File: config.mk
export PLATFORM = sky130hd
export DESIGN_NAME = spi_master
export DESIGN_NICKNAME = d
export VERILOG_FILES = /design/src/rtl/spi_master.sv
export SDC_FILE = /design/constraint.sdc
export NUM_CORES = 1
export LEC_CHECK = 0
export ABC_AREA = 0
export CAP_MARGIN = 10
export CORE_UTILIZATION = 40
export CTS_BUF_LIST = sky130_fd_sc_hd__clkbuf_16
export DETAILED_ROUTE_END_ITERATION = 12
export MAX_ROUTING_LAYER = met4
export PLACE_DENSITY = 0.71
export SLEW_MARGIN = 15
export SYNTH_ARGS = -nofsm -noshare
export SYNTH_HDL_FRONTEND = slang
export SYNTH_SLANG_ARGS = --single-unit
File: constraint.sdc
create_clock -name clk -period 1.3 [get_ports clk]
set_input_delay 0.195 -clock clk [delete_from_list [all_inputs] [get_ports clk]]
set_output_delay 0.195 -clock clk [all_outputs]
set_load 0.05 [all_outputs]
File: src/rtl/spi_master.sv
// SPI master, mode 0 (CPOL=0, CPHA=0), MSB first on both lines.
//
// Each frame: LEAD (ss low, sclk low), FRAME sclk pulses made of HIGH/LOW half-periods,
// TRAIL (sclk low), then GAP (ss high, still busy) before returning to IDLE. Every non-idle
// state lasts CLKDIV clk cycles. FRAME = max(TXWIDTH, RXWIDTH); missing TX bits go out as 0 and
// extra RX samples beyond RXWIDTH are dropped (the first RXWIDTH samples are kept).
//
// Ports:
//   clk        system clock, all state changes on the rising edge
//   rst        synchronous active-high reset
//   tx_buffer  word to send, captured when wr is accepted in IDLE
//   wr         start-frame request, level-sampled, only honoured in IDLE
//   sclk       SPI clock
//   mosi       serial data out
//   miso       serial data in, sampled on the last clk cycle of each sclk high phase
//   ss         slave select, active low
//   rx_buffer  last completely received word
//   rx_dv      one-cycle pulse when rx_buffer is updated
//   busy       high from frame acceptance until the end of the inter-frame gap
module spi_master #(
    parameter int unsigned TXWIDTH = 4,
    parameter int unsigned RXWIDTH = 4,
    parameter int unsigned CLKDIV  = 4
) (
    input  logic               clk,
    input  logic               rst,
    input  logic [TXWIDTH-1:0] tx_buffer,
    input  logic               wr,
    output logic               sclk,
    output logic               mosi,
    input  logic               miso,
    output logic               ss,
    output logic [RXWIDTH-1:0] rx_buffer,
    output logic               rx_dv,
    output logic               busy
);

    localparam int unsigned FRAME = (TXWIDTH > RXWIDTH) ? TXWIDTH : RXWIDTH;
    localparam int unsigned DivW  = (CLKDIV > 1) ? $clog2(CLKDIV) : 1;
    localparam int unsigned BitW  = (FRAME > 1) ? $clog2(FRAME) : 1;

    localparam logic [DivW-1:0] DivLast = DivW'(CLKDIV - 1);
    localparam logic [BitW-1:0] BitLast = BitW'(FRAME - 1);

    typedef enum logic [2:0] {
        StIdle,
        StLead,
        StHigh,
        StLow,
        StTrail,
        StGap
    } state_e;

    state_e               state_q, state_d;
    logic [DivW-1:0]      div_q, div_d;
    logic [BitW-1:0]      bit_q, bit_d;
    logic [TXWIDTH-1:0]   tx_q, tx_d;
    logic [FRAME-1:0]     rx_sh_q, rx_sh_d;
    logic [RXWIDTH-1:0]   rx_buf_q, rx_buf_d;
    logic                 rx_dv_q, rx_dv_d;
    logic                 div_done;

    // Final cycle of the current CLKDIV-long state.
    assign div_done = (div_q == DivLast);

    always_comb begin
        state_d  = state_q;
        div_d    = div_q;
        bit_d    = bit_q;
        tx_d     = tx_q;
        rx_sh_d  = rx_sh_q;
        rx_buf_d = rx_buf_q;
        rx_dv_d  = 1'b0;

        // The divider free-runs in every non-idle state and wraps at each state boundary,
        // so it is back at 0 whenever IDLE is entered.
        if (state_q != StIdle) begin
            div_d = div_done ? '0 : div_q + 1'b1;
        end

        unique case (state_q)
            StIdle: begin
                if (wr) begin
                    state_d = StLead;
                    tx_d    = tx_buffer;
                    rx_sh_d = '0;
                    bit_d   = '0;
                    div_d   = '0;
                end
            end
            StLead: begin
                if (div_done) begin
                    state_d = StHigh;
                end
            end
            StHigh: begin
                if (div_done) begin
                    rx_sh_d = (rx_sh_q << 1) | FRAME'(miso);
                    if (bit_q == BitLast) begin
                        state_d = StTrail;
                    end else begin
                        state_d = StLow;
                        bit_d   = bit_q + 1'b1;
                        // Zero fill makes mosi 0 once the TX bits run out.
                        tx_d    = tx_q << 1;
                    end
                end
            end
            StLow: begin
                if (div_done) begin
                    state_d = StHigh;
                end
            end
            StTrail: begin
                if (div_done) begin
                    state_d  = StGap;
                    rx_dv_d  = 1'b1;
                    // First-sampled bit sits at the top of the shift register.
                    rx_buf_d = rx_sh_q[FRAME-1 -: RXWIDTH];
                end
            end
            StGap: begin
                if (div_done) begin
                    state_d = StIdle;
                end
            end
            default: begin
                state_d = StIdle;
            end
        endcase
    end

    always_ff @(posedge clk) begin
        if (rst) begin
            state_q  <= StIdle;
            div_q    <= '0;
            bit_q    <= '0;
            tx_q     <= '0;
            rx_sh_q  <= '0;
            rx_buf_q <= '0;
            rx_dv_q  <= 1'b0;
        end else begin
            state_q  <= state_d;
            div_q    <= div_d;
            bit_q    <= bit_d;
            tx_q     <= tx_d;
            rx_sh_q  <= rx_sh_d;
            rx_buf_q <= rx_buf_d;
            rx_dv_q  <= rx_dv_d;
        end
    end

    // Outputs decode straight from registered state, so they are glitch-free per state.
    assign ss        = (state_q == StIdle) || (state_q == StGap);
    assign sclk      = (state_q == StHigh);
    assign busy      = (state_q != StIdle);
    assign mosi      = ~ss & tx_q[TXWIDTH-1];
    assign rx_buffer = rx_buf_q;
    assign rx_dv     = rx_dv_q;

endmodule

Yosys cells after proc, flatten, opt, wreduce, memory -nomap -nowiden --
Index checks and enable logic that the tools add are counted.
Storage, ports and cells: bits of input ports 8, logic and storage cells 59, register bits 20
Cells by class: eq/ne operators 13, $add $sub $neg 2, muxes and demuxes 23, reduce and logical (&&, ||, !) cells 10, bitwise logic cells 4
Operators with widths (number):
- 4-bit two-way mux | 5
- 3-bit two-way mux | 6
- 4-bit one-hot mux with 2 select lines | 2
- 3-bit one-hot mux with 5 select lines | 1
- 2-bit two-way mux | 7
- 2-bit inequality test (second input constant) | 4
- 3-bit by 2-bit equality test with 1-bit output (second input constant) | 2
- 3-bit equality test (second input constant) | 2
- 5-bit AND reduction | 1
- 2-bit by 1-bit adder with 2-bit output (second input constant) | 2
- 2-bit equality test (second input constant) | 2
- 2-bit by 1-bit inequality test with 1-bit output (second input constant) | 2
- 4-bit by 1-bit bitwise OR with 4-bit output | 1
- 2-bit one-hot mux with 2 select lines | 1
- 4-bit AND reduction | 1
- 2-bit OR reduction | 2
- 3-bit by 1-bit equality test with 1-bit output (second input constant) | 1
- 3-bit logical NOT | 1
- 3-bit AND reduction | 1
- 3-bit nonzero test | 1
- 1-bit NOT | 2
- 2-bit AND reduction | 1
- 2-bit nonzero test | 1
- 1-bit bitwise AND | 1
- 2 further kinds | 2

Depth between registers and ports, before layout --
Gate-level depths: netlist of run 1.
depth in word-level cells 5, depth in mapped cells 6, depth with buffers taken out 5

Worst setup path before layout of run 1 --
Ideal clock, no wire load.
path kind register to output, from register state_q[0], to output port mosi, arrival 1771 ps, path slack -666 ps, cell stages (with the launch flop) 5, cells stage by stage dfxtp_1 -> buf_6 -> xor2_1 -> nor2_1 -> nor2b_1
Between the ends: word-level cells in the longest chain between the ends 4
Ends and longest elaborated chain:
- start, declared | line 54 | state_e state_q, state_d;
- start signal, assigned | line 135 | state_q <= StIdle;
- start signal, assigned | line 143 | state_q <= state_d;
- 3-bit equality test / 3-bit logical NOT (equally long branches) | line 154 | assign ss = (state_q == StIdle) || (state_q == StGap);
- 1-bit logical OR * | line 154
- named net ss | line 32 | output logic ss,
- 1-bit NOT * | line 157 | assign mosi = ~ss & tx_q[TXWIDTH-1];
- 1-bit bitwise AND * | line 157
- end, declared | line 30 | output logic mosi,
Mark *: on every way through the listed nets, which the timed path passes. The rest lies on a longest branch.

Worst setup path in the final report of run 1 --
from register state_q[2], to output port mosi
Between the ends: word-level cells in the longest chain between the ends 4
Ends and longest elaborated chain (line):
- 3-bit equality test / 3-bit logical NOT (equally long branches) | 154
- 1-bit logical OR * | 154
- 1-bit NOT * | 157
- 1-bit bitwise AND * | 157
Mark *: on every way between the ends. The rest lies on a longest branch, timed or not.

==> flow_summary.toml, run 1 <==
[worst_setup_path]
r2r_end = "tx_q[1]"
worstPathRequired_ns = 1.11
end_kind = "output port"
critPathArrivalTime_ns = 1.22
rrSetupSlack_ns = -0.05
crit_path_start_kind = "register"
path_class = "reg2out"
reg2reg_from = "div_q[0]"
ff2ff_path_depth = 4
slowest_stage = "dfxtp_2"
cp_max_fo = 3
max_stage_delay_ns = 0.33
path_cells = "buf_6 > xor2_2 > nor2_4 > nor2b_4 > buf_12"

[logic_synthesis]
synth_top_area_share_pct = 42.2
syn_nets = 121
synthArstFlopShare_pct = 0
synthesis.area_um2 = 948
synth_area_leader_cell = "dfxtp_1"
yosysUniqueCellTypes = 35
synth_common_cells = "20 x dfxtp_1, 17 x nand2_1, 11 x nor2_1"
synthTopCellsByArea = "dfxtp_1 42%, nand2_1 6.7%, mux2i_1 5.3%"
synth_compound_area_share_pct = 14.2
synth_simple_gate_area_share_pct = 27.6
synth_cells = 110
synth_top_family_by_area = "simple AND/OR/NAND/NOR gates"
synth_edf_count = 0
ys.flop_type = "dfxtp_1"
synth_fa_ha_area_share_pct = 3.96
yosysMostFrequentCell = "dfxtp_1"
synth_mux_area_share_pct = 5.28
yosysSeqAreaShare_pct = 42.2
yosysWarnings = 0
synthXorXnorAreaFrac_pct = 0.923
postSynthAreaPerCell_um2 = 8.62
synth_seq_cells = 20

[route]
avgRoutedWirePerCell_um = 14.3
viasPerCell = 5.22
drt_iter0_drc = 31
drc_errors = 0
wl_um = 2560
vias = 935
ant_nets = 0
drt_pass1_iterations = 4

[die]
die_w_um = 50.7
rows = 17
coreArea_um2 = 2230
die-area_um2 = 2570
ios = 17
start_util_pct = 42.5
die_h_um = 50.7

[cts]
cts_tree = "built"
cts-hold-fix-buffers = 0
root_buffer = "clkbuf_16"
htree_levels = 1
clock-sinks = 20
clkLatencyLatePin_ns = 0.26
clockBufferDepth = 2
clk_pin_slew_ns = 0.06
cts_buffers = 3

[flow_run]
max_cap_violations = 0

[power_and_ir_drop]
p_per_area_nw_per_um2 = 1050
power.leakage_nw = 0.650
p_total_w = 0.00174
vdd_ir_drop_max_mv = 0.969

[sta]
fin_ws_ns = -0.118
finalHoldViolations = 0
rsz0062_at_grt = "yes"
period_share_pct = 109
setup-tns-final_ns = -0.470
slew_viol_final = 0
finalSetupViolCount = 9
timing.final.crit_period_ns = 1.42
timing.fmax_mhz = 705
slew_headroom_pct = 83.7
finClkSkew_ns = 0.00575
tightestPinTransition_ns = 0.242

[global_routing]
grt_pass1_vias = 907
grt.total_usage_pct = 21.5
grt_max_degree = 12
antenna_found_initial = 0
grt_pass1_wl_um = 4010
grt_overflow = 0

[placement]
post_dp_cell_area_um2 = 1360
port_buffers = 16
place_congestion = 0.830
place_ws_ns = -0.275
post-dp-hpwl_um = 1610

[cells_and_area]
final_area_um2 = 1650
diodes = 0
fin_util_pct = 73.7
area_growth_pct = 73.6
nFillCells = 153
drive_gt1_share_pct = 50.3
nets = 163

[status]
status = "finished with violations"
violations = "negative setup slack"

[worst_hold_path]
hp-start = "rx_sh_q[3]"
hp-class = "reg2reg"
holdPathStages = 2
min_to = "rx_sh_q[3]"
-- layout make-up --
cell class                 instances  area, µm²  area share (%)
clock inverter                     1       3.75           0.228
multi-input combinational         80        628            38.1
tap                               28       35.0            2.13
inverter                           3       16.3           0.988
timing repair buffer              44        472            28.6
sequential                        20        417            25.3
clock buffer                       3       75.1            4.56
-- metrics by stage --
step,cells,hold slack [ns]
floorplan,110,0.347
global placement,166,0.444
detailed placement,166,0.450
CTS,177,0.460
global route,179,0.496
finish,179,0.474
-- worst max path at each step --
stage                    to  slack [ns]        from  depth (start not counted)
floorplan              mosi       -0.01  state_q[0]                          4
global placement    tx_q[1]       -0.20          wr                          5
detailed placement  tx_q[3]       -0.27          wr                          5
CTS                    mosi       -0.15  state_q[2]                          5
global route           mosi       -0.15  state_q[2]                          5
finish                 mosi       -0.12  state_q[2]                          5
-- report_power, final --
| part | switching [W] | internal [W] |
|---|---|---|
| sequential | 0.0000346 | 0.000638 |
| clock | 0.000235 | 0.000410 |
| combinational | 0.000200 | 0.000216 |
-- placed cells by master, fill, tap and decap left out, drive strengths merged, types with 2 or more instances in the layout --
| cell type | instances |
|---|---|
| inv | 3 |
| clkdlybuf4s50 | 7 |
| nor2 | 12 |
| nand3 | 3 |
| buf | 37 |
| ha | 3 |
| o21ai | 3 |
| nand2 | 18 |
| clkbuf | 3 |
| dfxtp | 20 |
| nor2b | 3 |
| and3b | 2 |
| a21oi | 8 |
| a311oi | 3 |
| nand4 | 4 |
| mux2i | 5 |
| nor3 | 3 |
-- critical path: cells and delay by family, from the launching register on --
kind / cells / cell delay (ns)
flops: 1 / 0.33
simple gates: 2 / 0.21
buf+inv: 2 / 0.26
xor+xnor: 1 / 0.17
-- repair_timing --
item	4_1_cts	5_1_grt
endpoints found under the setup margin	16	16
gates resized for setup	21	17
pin swaps	8	10
endpoints found under the hold margin	0	0
setup buffers	7	2
gates cloned	0	0
-- cell families (layout without fill, tap and decap cells) --
group | Yosys count | in the layout
simple gates | 50 | 50
buf+inv | 10 | 51
xor+xnor | 1 | 1
compound gates | 21 | 21
mux | 5 | 5
flops | 20 | 20
fa+ha+maj | 3 | 3
-- state kept, by name, summed over array words and instances (netlist names) --
signal	count
div_q	2
rx_buffer	4
state_q	3
rx_sh_q	4
tx_q	4
bit_q	2
rx_dv	1
-- layer usage --
metal / wire, µm / GRT usage (%)
met1: 1110 / 23.9
met2: 1330 / 38.7
met3: 81 / 3.03
met4: 38 / 7.87
met5: 0 / -
Power figures use the tool's default switching activity.
==> run 2: changes to the inputs <==
--- a/config.mk
+++ b/config.mk
@@ -12,7 +12,6 @@
 export DETAILED_ROUTE_END_ITERATION = 12
 export MAX_ROUTING_LAYER = met4
 export PLACE_DENSITY = 0.71
-export SLEW_MARGIN = 15
 export SYNTH_ARGS = -nofsm -noshare
 export SYNTH_HDL_FRONTEND = slang
 export SYNTH_SLANG_ARGS = --single-unit
==> results of run 2 <==
Same layout as run 1: the final DEF is identical, and so are final timing and power.
